$ cat src/rtl/text_ram_pkg.sv
// Shared constants, FSM state type and cell-address helpers for the text RAM arbiter.
package text_ram_pkg;

  localparam int unsigned ROWS   = 15;
  localparam int unsigned COLS   = 20;
  localparam int unsigned ADDR_W = 9;
  localparam int unsigned DATA_W = 8;
  localparam int unsigned ROW_W  = 4;
  localparam int unsigned COL_W  = 5;
  localparam int unsigned CELLS  = ROWS * COLS;

  typedef enum logic {
    CLEAR = 1'b0,
    SERVE = 1'b1
  } state_t;

  function automatic logic [ROW_W-1:0] cell_row(input logic [ADDR_W-1:0] addr);
    return addr[ADDR_W-1 -: ROW_W];
  endfunction

  function automatic logic [COL_W-1:0] cell_col(input logic [ADDR_W-1:0] addr);
    return addr[COL_W-1:0];
  endfunction

  function automatic logic cell_valid(input logic [ADDR_W-1:0] addr);
    return (cell_row(addr) < ROW_W'(ROWS)) && (cell_col(addr) < COL_W'(COLS));
  endfunction

  // Linear bitmap index; invalid cells fold onto 0 so the index never leaves the bitmap.
  function automatic logic [ADDR_W-1:0] cell_index(input logic [ADDR_W-1:0] addr);
    if (!cell_valid(addr)) return '0;
    return ADDR_W'(32'(cell_row(addr)) * COLS + 32'(cell_col(addr)));
  endfunction

endpackage

$ cat src/rtl/text_clear_sweeper.sv
// Row-major cell counter that walks every valid text cell once per clear sweep.
module text_clear_sweeper
  import text_ram_pkg::*;
(
  input  logic              clk,
  input  logic              rst,
  input  logic              start,
  input  logic              en,
  output logic [ADDR_W-1:0] addr,
  output logic              done_c
);

  logic [ROW_W-1:0] row;
  logic [COL_W-1:0] col;
  logic             last_col_c;
  logic             last_row_c;

  assign last_col_c = (col == COL_W'(COLS - 1));
  assign last_row_c = (row == ROW_W'(ROWS - 1));
  assign done_c     = en && last_col_c && last_row_c;
  assign addr       = {row, col};

  always_ff @(posedge clk) begin
    if (rst || start) begin
      row <= '0;
      col <= '0;
    end else if (en) begin
      if (last_col_c) begin
        col <= '0;
        row <= last_row_c ? '0 : row + ROW_W'(1);
      end else begin
        col <= col + COL_W'(1);
      end
    end
  end

endmodule

$ cat src/rtl/text_ram_arbiter.sv
// Sequences the single-port text RAM among display reads, erases, keyboard writes
// and the clear sweep, and keeps the per-cell occupancy bitmap.
module text_ram_arbiter
  import text_ram_pkg::*;
(
  input  logic              clk,
  input  logic              rst,
  input  logic              clear_req,
  input  logic              rd_req,
  input  logic [ADDR_W-1:0] rd_addr,
  output logic [DATA_W-1:0] rd_data,
  output logic              rd_written,
  output logic              rd_valid,
  input  logic              wr_req,
  input  logic [ADDR_W-1:0] wr_addr,
  input  logic [DATA_W-1:0] wr_data,
  output logic              wr_ack,
  input  logic              erase_req,
  input  logic [ADDR_W-1:0] erase_addr,
  output logic              erase_ack,
  output logic              busy,
  output logic [ADDR_W-1:0] ram_addr,
  output logic [DATA_W-1:0] ram_din,
  output logic              ram_we,
  input  logic [DATA_W-1:0] ram_dout
);

  state_t            state;
  state_t            state_next;
  logic [ADDR_W-1:0] sweep_addr;
  logic              sweep_done_c;
  logic [CELLS-1:0]  occ;
  logic [ADDR_W-1:0] last_addr;
  logic              rd_ok_c;
  logic              wr_ok_c;
  logic              er_ok_c;
  logic              rd_zero_c;
  logic              rd_p1_valid;
  logic              rd_p1_zero;
  logic              rd_p1_written;

  assign rd_ok_c   = cell_valid(rd_addr);
  assign wr_ok_c   = cell_valid(wr_addr);
  assign er_ok_c   = cell_valid(erase_addr);
  assign rd_zero_c = (state == CLEAR) || !rd_ok_c;

  text_clear_sweeper u_sweeper (
    .clk    (clk),
    .rst    (rst),
    .start  (clear_req),
    .en     (state == CLEAR),
    .addr   (sweep_addr),
    .done_c (sweep_done_c)
  );

  always_ff @(posedge clk) begin
    if (rst) state <= CLEAR;
    else     state <= state_next;
  end

  always_comb begin
    state_next = state;
    if (clear_req)                            state_next = CLEAR;
    else if (state == CLEAR && sweep_done_c)  state_next = SERVE;
  end

  // Grant logic: sweep owns the RAM in CLEAR, otherwise rd > erase > wr.
  always_comb begin
    busy      = 1'b0;
    wr_ack    = 1'b0;
    erase_ack = 1'b0;
    ram_we    = 1'b0;
    ram_din   = '0;
    ram_addr  = last_addr;
    if (rst) begin
      ram_addr = '0;
    end else if (state == CLEAR) begin
      busy     = 1'b1;
      ram_addr = sweep_addr;
      ram_we   = 1'b1;
    end else if (rd_req) begin
      ram_addr = rd_addr;
    end else if (erase_req) begin
      ram_addr  = erase_addr;
      ram_we    = er_ok_c;
      erase_ack = 1'b1;
    end else if (wr_req) begin
      ram_addr = wr_addr;
      ram_din  = wr_data;
      ram_we   = wr_ok_c;
      wr_ack   = 1'b1;
    end
  end

  // Bitmap, held RAM address and the two-stage read return path.
  always_ff @(posedge clk) begin
    if (rst) begin
      occ           <= '0;
      last_addr     <= '0;
      rd_p1_valid   <= 1'b0;
      rd_p1_zero    <= 1'b0;
      rd_p1_written <= 1'b0;
      rd_valid      <= 1'b0;
      rd_data       <= '0;
      rd_written    <= 1'b0;
    end else begin
      last_addr     <= ram_addr;
      rd_p1_valid   <= rd_req;
      rd_p1_zero    <= rd_zero_c;
      rd_p1_written <= occ[cell_index(rd_addr)] && !rd_zero_c;
      rd_valid      <= rd_p1_valid;
      rd_data       <= rd_p1_zero ? '0 : ram_dout;
      rd_written    <= rd_p1_written;
      if (clear_req)                  occ <= '0;
      else if (erase_ack && er_ok_c)  occ[cell_index(erase_addr)] <= 1'b0;
      else if (wr_ack && wr_ok_c)     occ[cell_index(wr_addr)] <= 1'b1;
    end
  end

endmodule

$ cat config.mk
export PLATFORM = sky130hd
export DESIGN_NAME = text_ram_arbiter
export DESIGN_NICKNAME = d
export VERILOG_FILES = /design/src/rtl/text_ram_pkg.sv /design/src/rtl/text_clear_sweeper.sv /design/src/rtl/text_ram_arbiter.sv
export SDC_FILE = /design/constraint.sdc
export NUM_CORES = 1
export LEC_CHECK = 0
export BUFFER_PORTS_ARGS = -buffer_cell sky130_fd_sc_hd__buf_2
export CAP_MARGIN = 20
export CORE_MARGIN = 2
export CORE_UTILIZATION = 40
export CTS_CLUSTER_DIAMETER = 60
export CTS_CLUSTER_SIZE = 20
export DETAILED_ROUTE_END_ITERATION = 16
export PLACE_DENSITY = 0.7
export SYNTH_ARGS = -nofsm -noshare
export SYNTH_HDL_FRONTEND = slang
export SYNTH_SLANG_ARGS = --single-unit
$ cat constraint.sdc
create_clock -name clk -period 3.2 [get_ports clk]
set_input_delay 0.32 -clock clk [delete_from_list [all_inputs] [get_ports clk]]
set_output_delay 0.32 -clock clk [all_outputs]
set_load 0.01 [all_outputs]
==> metrics, run 1 <==
number of buffer cells added on primary ports 79; layout-stage area growth over the synthesis result 17.32%; highest net fanout along the worst path 7; min Tclk post-route 2.756 ns; clock buffer depth 3; final critical-path share of the clock period 0.8611; core footprint 41760 sq um; vias after detailed routing 16830; I/O pin count 80; routability congestion estimate from global placement 0.9379; placed cell count 2560; total wire length after detailed routing 59940 microns; top cells by instance count after synthesis dfxtp_1 (332), nand2_1 (262), o21ai_0 (216), o211ai_1 (142), a32o_1 (128); net switching power 2.792 mW; vias in the first global route 16340; synthesized netlist net count 2015; data required time at the worst endpoint 3.68 ns; cell depth of the worst flop-to-flop path 6; power share of the combinational group 0.186; most frequently used cell type in the post-synthesis netlist dfxtp_1; number of clock sinks seen by CTS 332; longest individual stage delay on the worst path 0.45 ns; Ys Warns 0; first-pass GRT wire length 92360 microns; WL/cell 22.96 microns; register-to-register setup slack 0.49 ns; NumNets Final 2133; initial DRC count 2189; share of cells above drive strength 1 0.1713; count of state elements after synthesis 332; kind of critical path in2reg; largest cells by area after synthesis dfxtp_1 (39%), a32o_1 (7.6%), o21ai_0 (6.4%); critical path endpoint category register; Starting Density 0.4038; cell-by-cell listing of the critical path buf_2, ha_1, ha_1, a211oi_1, buf_4, o211ai_1, o21ba_2, o311ai_0, o311ai_0, o32ai_1, a2111oi_2; total length of routed met2 wires 27630 microns; total chip power 9.189 mW; Cell variety after synth 77; RSZ-0062 raised after global routing false; largest net degree at the start of global routing 180; Max Transition Viols Final 0; Max H-tree Level 1; Arrival @ worst endpoint 3.24 ns; die extent in x 209.3 microns; sequential group share of total power 0.450; number of failing setup endpoints in the final timing report 0; fraction of power consumed by the clock network 0.364; number of nets with antenna violations after routing 0; synthesized area per cell 8.701 sq um; Max Clock Skew 0.03262 ns; number of iterations in the first detailed-routing pass 6; type of element launching the critical path primary input; switching portion of total power 0.3038; chip height 209.3 microns; share of the synthesized area in the top cell type 0.3942; floorplan die area 43810 sq um; internal power 6.397 mW; share of flip-flops with an asynchronous set or reset after synthesis 0; vias per cell 6.444; final core utilization 0.4737; peak clock frequency supported by timing 0.3629 GHz; initial antenna violation count 1; run status finished, final reports clean; final HPWL from detailed placement 41800 microns; root buf cell clkbuf_16; top routing layer in use met4; Tightest Hold Check Type in2reg; Power Density 464.5 nW/um^2; Post-synth top flop dfxtp_1; slew at the pin closest to its max-slew limit 1.016 ns; part of the Yosys area used for sequential elements 0.3942; slowest stage cell, crit path o311ai_0; Max rail drop VDD 0.0004151 V; TritonCTS clock tree done; count of buffers added by post-CTS timing repair for setup 0; GRT Total Usage 0.2651; Post-Synthesis Cells 1938; static leakage 6.826 nW; Met3 Routed Length 6127 microns; number of violations of the max-capacitance limit 0; Site Rows 75; worst hold path depth 3; clock latency of the later-clocked register in the worst-skew pair 0.58 ns; n_diodes 0; post-route met1 wirelength 23390 microns; Slew Limit Headroom 0.3156; Post-Layout Cell Count 2611; Mapped Area 16860 sq um; total clock buffers created by CTS 25; final-report hold violation count 0; cell taking the most area after synthesis dfxtp_1; gr ovfl total 0; count of flip-flops with a built-in enable after synthesis 0; number of remaining DRC errors 0; CTS clock-pin slew for the worst setup and hold paths 0.09 ns
==> cell type report <==
type,count,area [sq um]
multi-input combinational,1430,9355
timing repair buffer,249,2182
clock inverter,13,172.7
sequential,332,6646
tap,539,674.4
fill,3899,21980
clock buffer,30,684.4
inverter,18,67.56
==> worst max-delay path, delay by kind of cell <==
family	cells	cell delay, ns
buffers and inverters	2	0.33
AOI/OAI and AO/OA	7	2.02
adders and majority gates	2	0.55
==> layout by cell type, fill, tap and decap left out, drive strengths merged, types with 6 or more instances in the layout <==
master       instances
a2111oi              7
a211oi              17
a21oi               99
a221oi              26
a31oi                6
a32o               128
and2                29
and3                14
buf                241
clkbuf              30
clkinv              10
dfxtp              332
dlygate4sd3          8
fa                   6
ha                  22
inv                 20
mux2                11
mux2i               64
mux4                14
nand2              263
nand2b              13
nand3               37
nand4               12
nor2               132
nor2b               19
nor3                21
nor4                10
o211ai             142
o21ai              221
o22ai               13
or2                  9
or3                  8
xnor2               10
xor2                10
==> flip-flops by register name, indices dropped and copies added (netlist names) <==
signal / count
occ: 300
last_addr: 9
rd_data: 8
u_sweeper.col: 5
u_sweeper.row: 4
rd_p1_valid: 1
rd_p1_written: 1
rd_p1_zero: 1
rd_valid: 1
rd_written: 1
state: 1
==> routing by layer <==
metal | up-vias | global-route usage
met5 | - | 0
met4 | 0 | 0.1239
met3 | 199 | 0.04220
met2 | 1018 | 0.4383
met1 | 8098 | 0.3400
li1 | 7510 | -
==> path summary, 6_finish.rpt <==
check | from | to
setup reg to reg | state | occ[5]
hold / removal | rd_req | rd_p1_valid
hold reg to reg | rd_p1_valid | rd_valid
setup / recovery | rd_addr[5] | rd_p1_written
==> stage by stage <==
| stage | TNS, ns | hold slack, ns | area [sq um] | setup WS, ns |
|---|---|---|---|---|
| 2_1_floorplan | 0 | 0.4138 | 16860 | 0.1345 |
| 3_3_place_gp | 0 | 0.4328 | 18850 | 0.03740 |
| 3_5_place_dp | -2.765 | 0.4584 | 18850 | -0.07596 |
| 4_1_cts | 0 | 0.2187 | 19780 | 0.4847 |
| 5_1_grt | 0 | 0.2499 | 19780 | 0.1638 |
| 6_report | 0 | 0.2413 | 19780 | 0.4443 |
==> logic make-up (layout without fill, tap and decap cells) <==
group           count (synthesis)  in the layout  share of synthesized area
compound gates                704            704                     0.2909
flops                         332            332                     0.3942
fa+ha+maj                      28             28                    0.02345
simple gates                  589            589                     0.1655
mux                            89             89                    0.06403
xor+xnor                       20             20                    0.01039
buf+inv                       176            310                    0.05164
==> power by group through the flow <==
stage	sequential (mW)	clock [mW]	combinational (mW)
global placement	4.24	0	1.62
finish	4.14	3.34	1.71
detailed placement	4.24	0	1.64
CTS	4.14	3.36	1.66
floorplan	4.24	0	0.908
global route	4.14	3.51	1.79
==> what timing repair did <==
| action | in CTS | in global routing |
|---|---|---|
| resized for setup | 0 | 0 |
| hold endpoints to repair | 8 | 0 |
| hold buffers | 8 | 0 |
| setup endpoints to repair | 0 | 0 |
No activity file was read; power rests on OpenSTA's default activity.
==> inputs of run 2 (changes only) <==
--- a/config.mk
+++ b/config.mk
@@ -13,6 +13,7 @@
 export CTS_CLUSTER_SIZE = 20
 export DETAILED_ROUTE_END_ITERATION = 16
 export PLACE_DENSITY = 0.7
+export RECOVER_POWER = 25
 export SYNTH_ARGS = -nofsm -noshare
 export SYNTH_HDL_FRONTEND = slang
 export SYNTH_SLANG_ARGS = --single-unit
==> run 2 against run 1 <==
Effect of this change: first-iteration DRC count is 3.2% lower; via count hardly changed; flip-flop and latch count stayed put; clock skew hardly changed; die area stayed put; worst setup slack worse by 0.11 ns; clock power hardly changed; combinational power hardly changed; final cell count stayed put; total power is 0.12% lower.
==> metrics, run 2 (synthesized netlist as in run 1, its figures left out) <==
placed cell count 2560; largest net degree at the start of global routing 180; met1 track demand over resource in global routing 0.3400; I/O pin count 80; number of failing setup endpoints in the final timing report 0; biggest regs occ (300), last_addr (9), rd_data (8); peak clock frequency supported by timing 0.3484 GHz; sequential group share of total power 0.451; routability congestion estimate from global placement 0.9379; min Tclk post-route 2.870 ns; share of cells above drive strength 1 0.1549; total wire length after detailed routing 60020 microns; met3 usage 0.04220; final critical-path share of the clock period 0.8969; type of element launching the critical path primary input; PostCTS Resize Cnt 0; total chip power 9.178 mW; core footprint 41760 sq um; Max H-tree Level 1; power share of the combinational group 0.185; Starting Density 0.4038; most common cell after layout, fill and taps aside dfxtp_1; NumNets Final 2133; CTS clock-pin slew for the worst setup and hold paths 0.08 ns; chip height 209.3 microns; Slew Limit Headroom 0.3061; global-route met2 utilization 0.4383; number of clock sinks seen by CTS 332; number of buffer cells added on primary ports 79; Max rail drop VDD 0.0004155 V; final non-filler cell area 19660 sq um; clock buffer depth 3; total clock buffers created by CTS 25; final HPWL from detailed placement 41800 microns; final-report hold violation count 0; fraction of power consumed by the clock network 0.365; register with the highest flop count occ; switching portion of total power 0.3041; data required time at the worst endpoint 3.64 ns; first-pass GRT wire length 92360 microns; vias after detailed routing 16810; net switching power 2.791 mW; Tightest Hold Check Type in2reg; Arrival @ worst endpoint 3.31 ns; number of remaining DRC errors 0; Site Rows 75; GRT Total Usage 0.2651; TritonCTS clock tree done; critical path endpoint category register; slew at the pin closest to its max-slew limit 1.030 ns; gr ovfl total 0; initial DRC count 2118; number of iterations in the first detailed-routing pass 6; root buf cell clkbuf_16; WL/cell 22.99 microns; die extent in x 209.3 microns; n_diodes 0; commonest non-fill, non-tap cells in the layout dfxtp_1 (332), nand2_1 (262), o21ai_0 (216), o211ai_1 (142), a32o_1 (128); vias per cell 6.438; number of flip-flops in the largest register 300; clock latency of the later-clocked register in the worst-skew pair 0.58 ns; Post-Layout Cell Count 2611; highest net fanout along the worst path 16; Max Clock Skew 0.03218 ns; vias in the first global route 16340; number of violations of the max-capacitance limit 0; RSZ-0062 raised after global routing false; kind of critical path in2reg; Max Transition Viols Final 0; floorplan die area 43810 sq um; most used routing layer met2; layout-stage area growth over the synthesis result 16.61%; static leakage 6.682 nW; run status finished, final reports clean; initial antenna violation count 1; Cell Area, Placed 18850 sq um; internal power 6.387 mW; number of nets with antenna violations after routing 0; Power Density 466.7 nW/um^2
run 2: timing repair:
action / 4_1_cts / 5_1_grt
endpoints found under the hold margin: 8 / 0
hold buffers: 8 / 0
buffers inserted: 0 / 0
run 2: layout make-up:
type	count	area, sq um
fill	3925	22090
multi-input combinational	1430	9340
sequential	332	6646
timing repair buffer	249	2078
clock buffer	30	684.4
tap	539	674.4
clock inverter	13	172.7
inverter	18	67.56
run 2: final timing paths:
check	startpoint	endpoint	slack [ns]	cells after the start
max	erase_addr[6]	occ[208]	0.33	14
min	rd_req	rd_p1_valid	0.24	3
max reg2reg	state	occ[160]	0.49	7
min reg2reg	rd_p1_valid	rd_valid	0.47	1
run 2: layer usage:
layer / vias to the layer above / routed length [microns]
met5: - / 0
met4: 0 / 2698
met3: 192 / 5472
met2: 970 / 27760
met1: 8138 / 24080
li1: 7510 / -
run 2: power groups by stage:
stage          Clock, mW  Sequential [mW]  Combinational, mW
3_5_place_dp           0             4.24               1.64
2_1_floorplan          0             4.24              0.908
5_1_grt             3.51             4.14               1.78
6_report            3.35             4.14               1.69
4_1_cts             3.36             4.14               1.66
3_3_place_gp           0             4.24               1.62
run 2: critical path, cell delays in order:
cell      delay, ns
clkbuf_1       0.09
ha_1           0.30
ha_1           0.23
fa_1           0.50
nand2_1        0.14
nor4b_1        0.06
o21ai_0        0.18
a21o_1         0.20
clkbuf_1       0.19
nand3_1        0.16
nor2_1         0.12
clkbuf_2       0.43
nand2_1        0.11
a32o_1         0.28
run 2: stage by stage:
stage | hold slack, ns | worst slack [ns] | setup TNS, ns | util
global placement | 0.4328 | 0.03740 | 0 | 0.4513
floorplan | 0.4138 | 0.1345 | 0 | -
global route | 0.2499 | 0.08597 | 0 | 0.4709
finish | 0.2412 | 0.3298 | 0 | 0.4709
CTS | 0.2187 | 0.4847 | 0 | 0.4737
detailed placement | 0.4584 | -0.07596 | -2.765 | 0.4513
==> inputs of run 3 (changes only) <==
--- a/config.mk
+++ b/config.mk
@@ -16,4 +16,5 @@
 export RECOVER_POWER = 25
 export SYNTH_ARGS = -nofsm -noshare
 export SYNTH_HDL_FRONTEND = slang
+export SYNTH_HIERARCHICAL = 1
 export SYNTH_SLANG_ARGS = --single-unit
==> run 3 against run 2 <==
Effect of this change: critical path depth shrank 1; design area increased by 4.6%; largest power group unchanged; critical endpoint is now rd_p1_written; area after synthesis rose by 0.24%; first-iteration DRC count increased by 19%; critical path type unchanged.
==> metrics, run 3 <==
run status finished, final reports clean; type of element launching the critical path primary input; register with the highest flop count occ; synthesized area per cell 8.455 sq um; beginning of the critical path rd_addr[2]; core footprint 41850 sq um; initial DRC count 2523; Starting Density 0.4039; cell depth of the worst flop-to-flop path 8; highest net fanout along the worst path 11; min Tclk post-route 3.004 ns; cell taking the most area after synthesis dfxtp_1; routability congestion estimate from global placement 0.9755; most common cell after layout, fill and taps aside nand2_1; Site Rows 75; WL/cell 24.32 microns; number of clock sinks seen by CTS 332; number of failing setup endpoints in the final timing report 0; Post-Layout Cell Count 2752; clock buffer depth 3; kind of cell adding the most delay to the critical path compound AO/OA/AOI/OAI gates; most frequently used cell type in the post-synthesis netlist nand2_1; final HPWL from detailed placement 46400 microns; floorplan die area 43920 sq um; count of buffers added by post-CTS timing repair for setup 0; count of flip-flops with a built-in enable after synthesis 0; TritonCTS clock tree done; static leakage 6.997 nW; Max rail drop VDD 0.0004283 V; Power Density 481.0 nW/um^2; final-report hold violation count 0; I/O pin count 80; n_diodes 0; count of state elements after synthesis 332; share of cells above drive strength 1 0.1889; vias in the first global route 17450; PostCTS Resize Cnt 0; root buf cell clkbuf_16; critical path's most frequent cell buf_4; NumNets Final 2268; cell-by-cell listing of the critical path buf_2, ha_2, fa_1, buf_4, or2_2, a221oi_1, nor2_1, a21oi_1, nor4_1, a2111oi_0, buf_4, or4_1, o22ai_1; CTS clock-pin slew for the worst setup and hold paths 0.08 ns; Max Clock Skew 0.01469 ns; gr ovfl total 0; largest net degree at the start of global routing 129; layout-stage area growth over the synthesis result 21.68%; termination of the worst setup path rd_p1_written; Arrival @ worst endpoint 3.46 ns; vias per cell 6.496; longest individual stage delay on the worst path 0.74 ns; Post-synth top flop dfxtp_1; final non-filler cell area 20570 sq um; Max Transition Viols Final 0; stages on the worst setup path 13; Mapped Area 16900 sq um; share of flip-flops with an asynchronous set or reset after synthesis 0; peak clock frequency supported by timing 0.3329 GHz; Post-Synthesis Cells 1999; worst r2r src state; first-pass GRT wire length 101900 microns; final critical-path share of the clock period 0.9387; number of iterations in the first detailed-routing pass 7; Cell variety after synth 85; clock latency of the later-clocked register in the worst-skew pair 0.60 ns; die extent in x 209.6 microns; top cells by instance count after synthesis nand2_1 (367), dfxtp_1 (332), a21oi_1 (183), a32o_1 (173), o21ai_0 (164); GRT Total Usage 0.2972; Reg2Reg Capture Point occ[158]; slew at the pin closest to its max-slew limit 1.267 ns; share of the synthesized area in the top cell type 0.3932; worst hold slack 0.1944 ns; Max H-tree Level 1; chip height 209.6 microns; number of nets with antenna violations after routing 0; slowest stage cell, crit path a2111oi_0; part of the Yosys area used for sequential elements 0.3932; Cell Area, Placed 19470 sq um; Ys Warns 6; number of remaining DRC errors 0; largest cells by area after synthesis dfxtp_1 (39%), a32o_1 (10%), nand2_1 (8.2%); biggest regs occ (300), last_addr (9), rd_data (8); commonest non-fill, non-tap cells in the layout nand2_1 (368), dfxtp_1 (332), a21oi_1 (183), buf_4 (181), a32o_1 (173); synthesized netlist net count 2076; Tightest Hold Check Type in2reg; number of buffer cells added on primary ports 79; CP bufs+invs 3; data required time at the worst endpoint 3.66 ns; initial antenna violation count 0; register-to-register setup slack 0.36 ns; placed cell count 2689; number of violations of the max-capacitance limit 0; number of flip-flops in the largest register 300; RSZ-0062 raised after global routing false; Slew Limit Headroom 0.1553; vias after detailed routing 17880; total wire length after detailed routing 66920 microns; kind of critical path in2reg; total clock buffers created by CTS 30; critical path endpoint category register
## run 3: cell count changes in the layout (fill, tap and decap cells not counted), moves of 20 or more
cell,previous run,this run
o211ai_1,142,13
nand2_1,262,368
a21oi_1,98,183
buf_4,121,181
o21ai_0,216,164
a32o_1,128,173
nor3_1,21,54
nor2_1,122,102
## run 3: worst min path at each step
stage / startpoint / endpoint / cells past startpoint
after floorplan: rd_p1_valid / rd_valid / 1
after global placement: rd_p1_valid / rd_valid / 1
after detailed placement: rd_p1_valid / rd_valid / 1
after CTS: rst / rd_written / 2
after global routing: clear_req / u_sweeper/row[2] / 4
final: clear_req / u_sweeper/row[2] / 4
## run 3: where the power goes
| part | switching (mW) | leakage (nW) | internal, mW |
|---|---|---|---|
| combinational | 1.21 | 3.80 | 0.653 |
| sequential | 0.00385 | 2.68 | 4.13 |
| clock | 1.90 | 0.518 | 1.99 |
| total | 3.12 | 7.00 | 6.77 |
## run 3: area by class of cell
cell class                 count  area, sq um
timing repair buffer         308         2559
tap                          539        674.4
sequential                   332         6646
clock inverter                21        275.3
clock buffer                  33        793.3
fill                        3994        21290
multi-input combinational   1503         9559
inverter                      16        60.06
## run 3: what timing repair did
action                                  4_1_cts  5_1_grt
hold buffers                                  8        0
endpoints found under the setup margin        0        0
endpoints found under the hold margin         8        0
## run 3: logic make-up after synthesis
kind of cell	Yosys count	share of synthesized area
AOI/OAI and AO/OA	671	0.2763
xor gates and xnor gates	15	0.007773
adders and majority gates	28	0.02339
buffers and inverters	164	0.04419
DFF	332	0.3932
muxes	92	0.06388
and+or+nand+nor	697	0.1912
## run 3: metrics by stage
step | setup TNS (ns) | power [mW] | worst slack (ns) | utilization
global placement | -23.51 | 5.996 | -0.2066 | 0.4646
global route | 0 | 10.12 | 0.1217 | 0.4914
floorplan | -0.1388 | 5.147 | -0.003636 | -
CTS | 0 | 9.857 | 0.3576 | 0.4926
finish | 0 | 9.892 | 0.1961 | 0.4914
detailed placement | -33.63 | 6.017 | -0.2429 | 0.4652
## run 3: worst reg2reg max path: cells and delay by family, from the launching register on
kind            cells  cell delay (ns)
compound gates      2             0.43
buf+inv             2             0.48
flops               1             0.33
simple gates        4             1.53
## run 3: layer usage
metal,global-route usage,part of all wire,vias to the layer above
li1,-,-,7828
met1,0.3883,0.39,8629
met2,0.4682,0.44,1119
met3,0.06449,0.11,300
met4,0.1426,0.055,0
met5,0,0,-
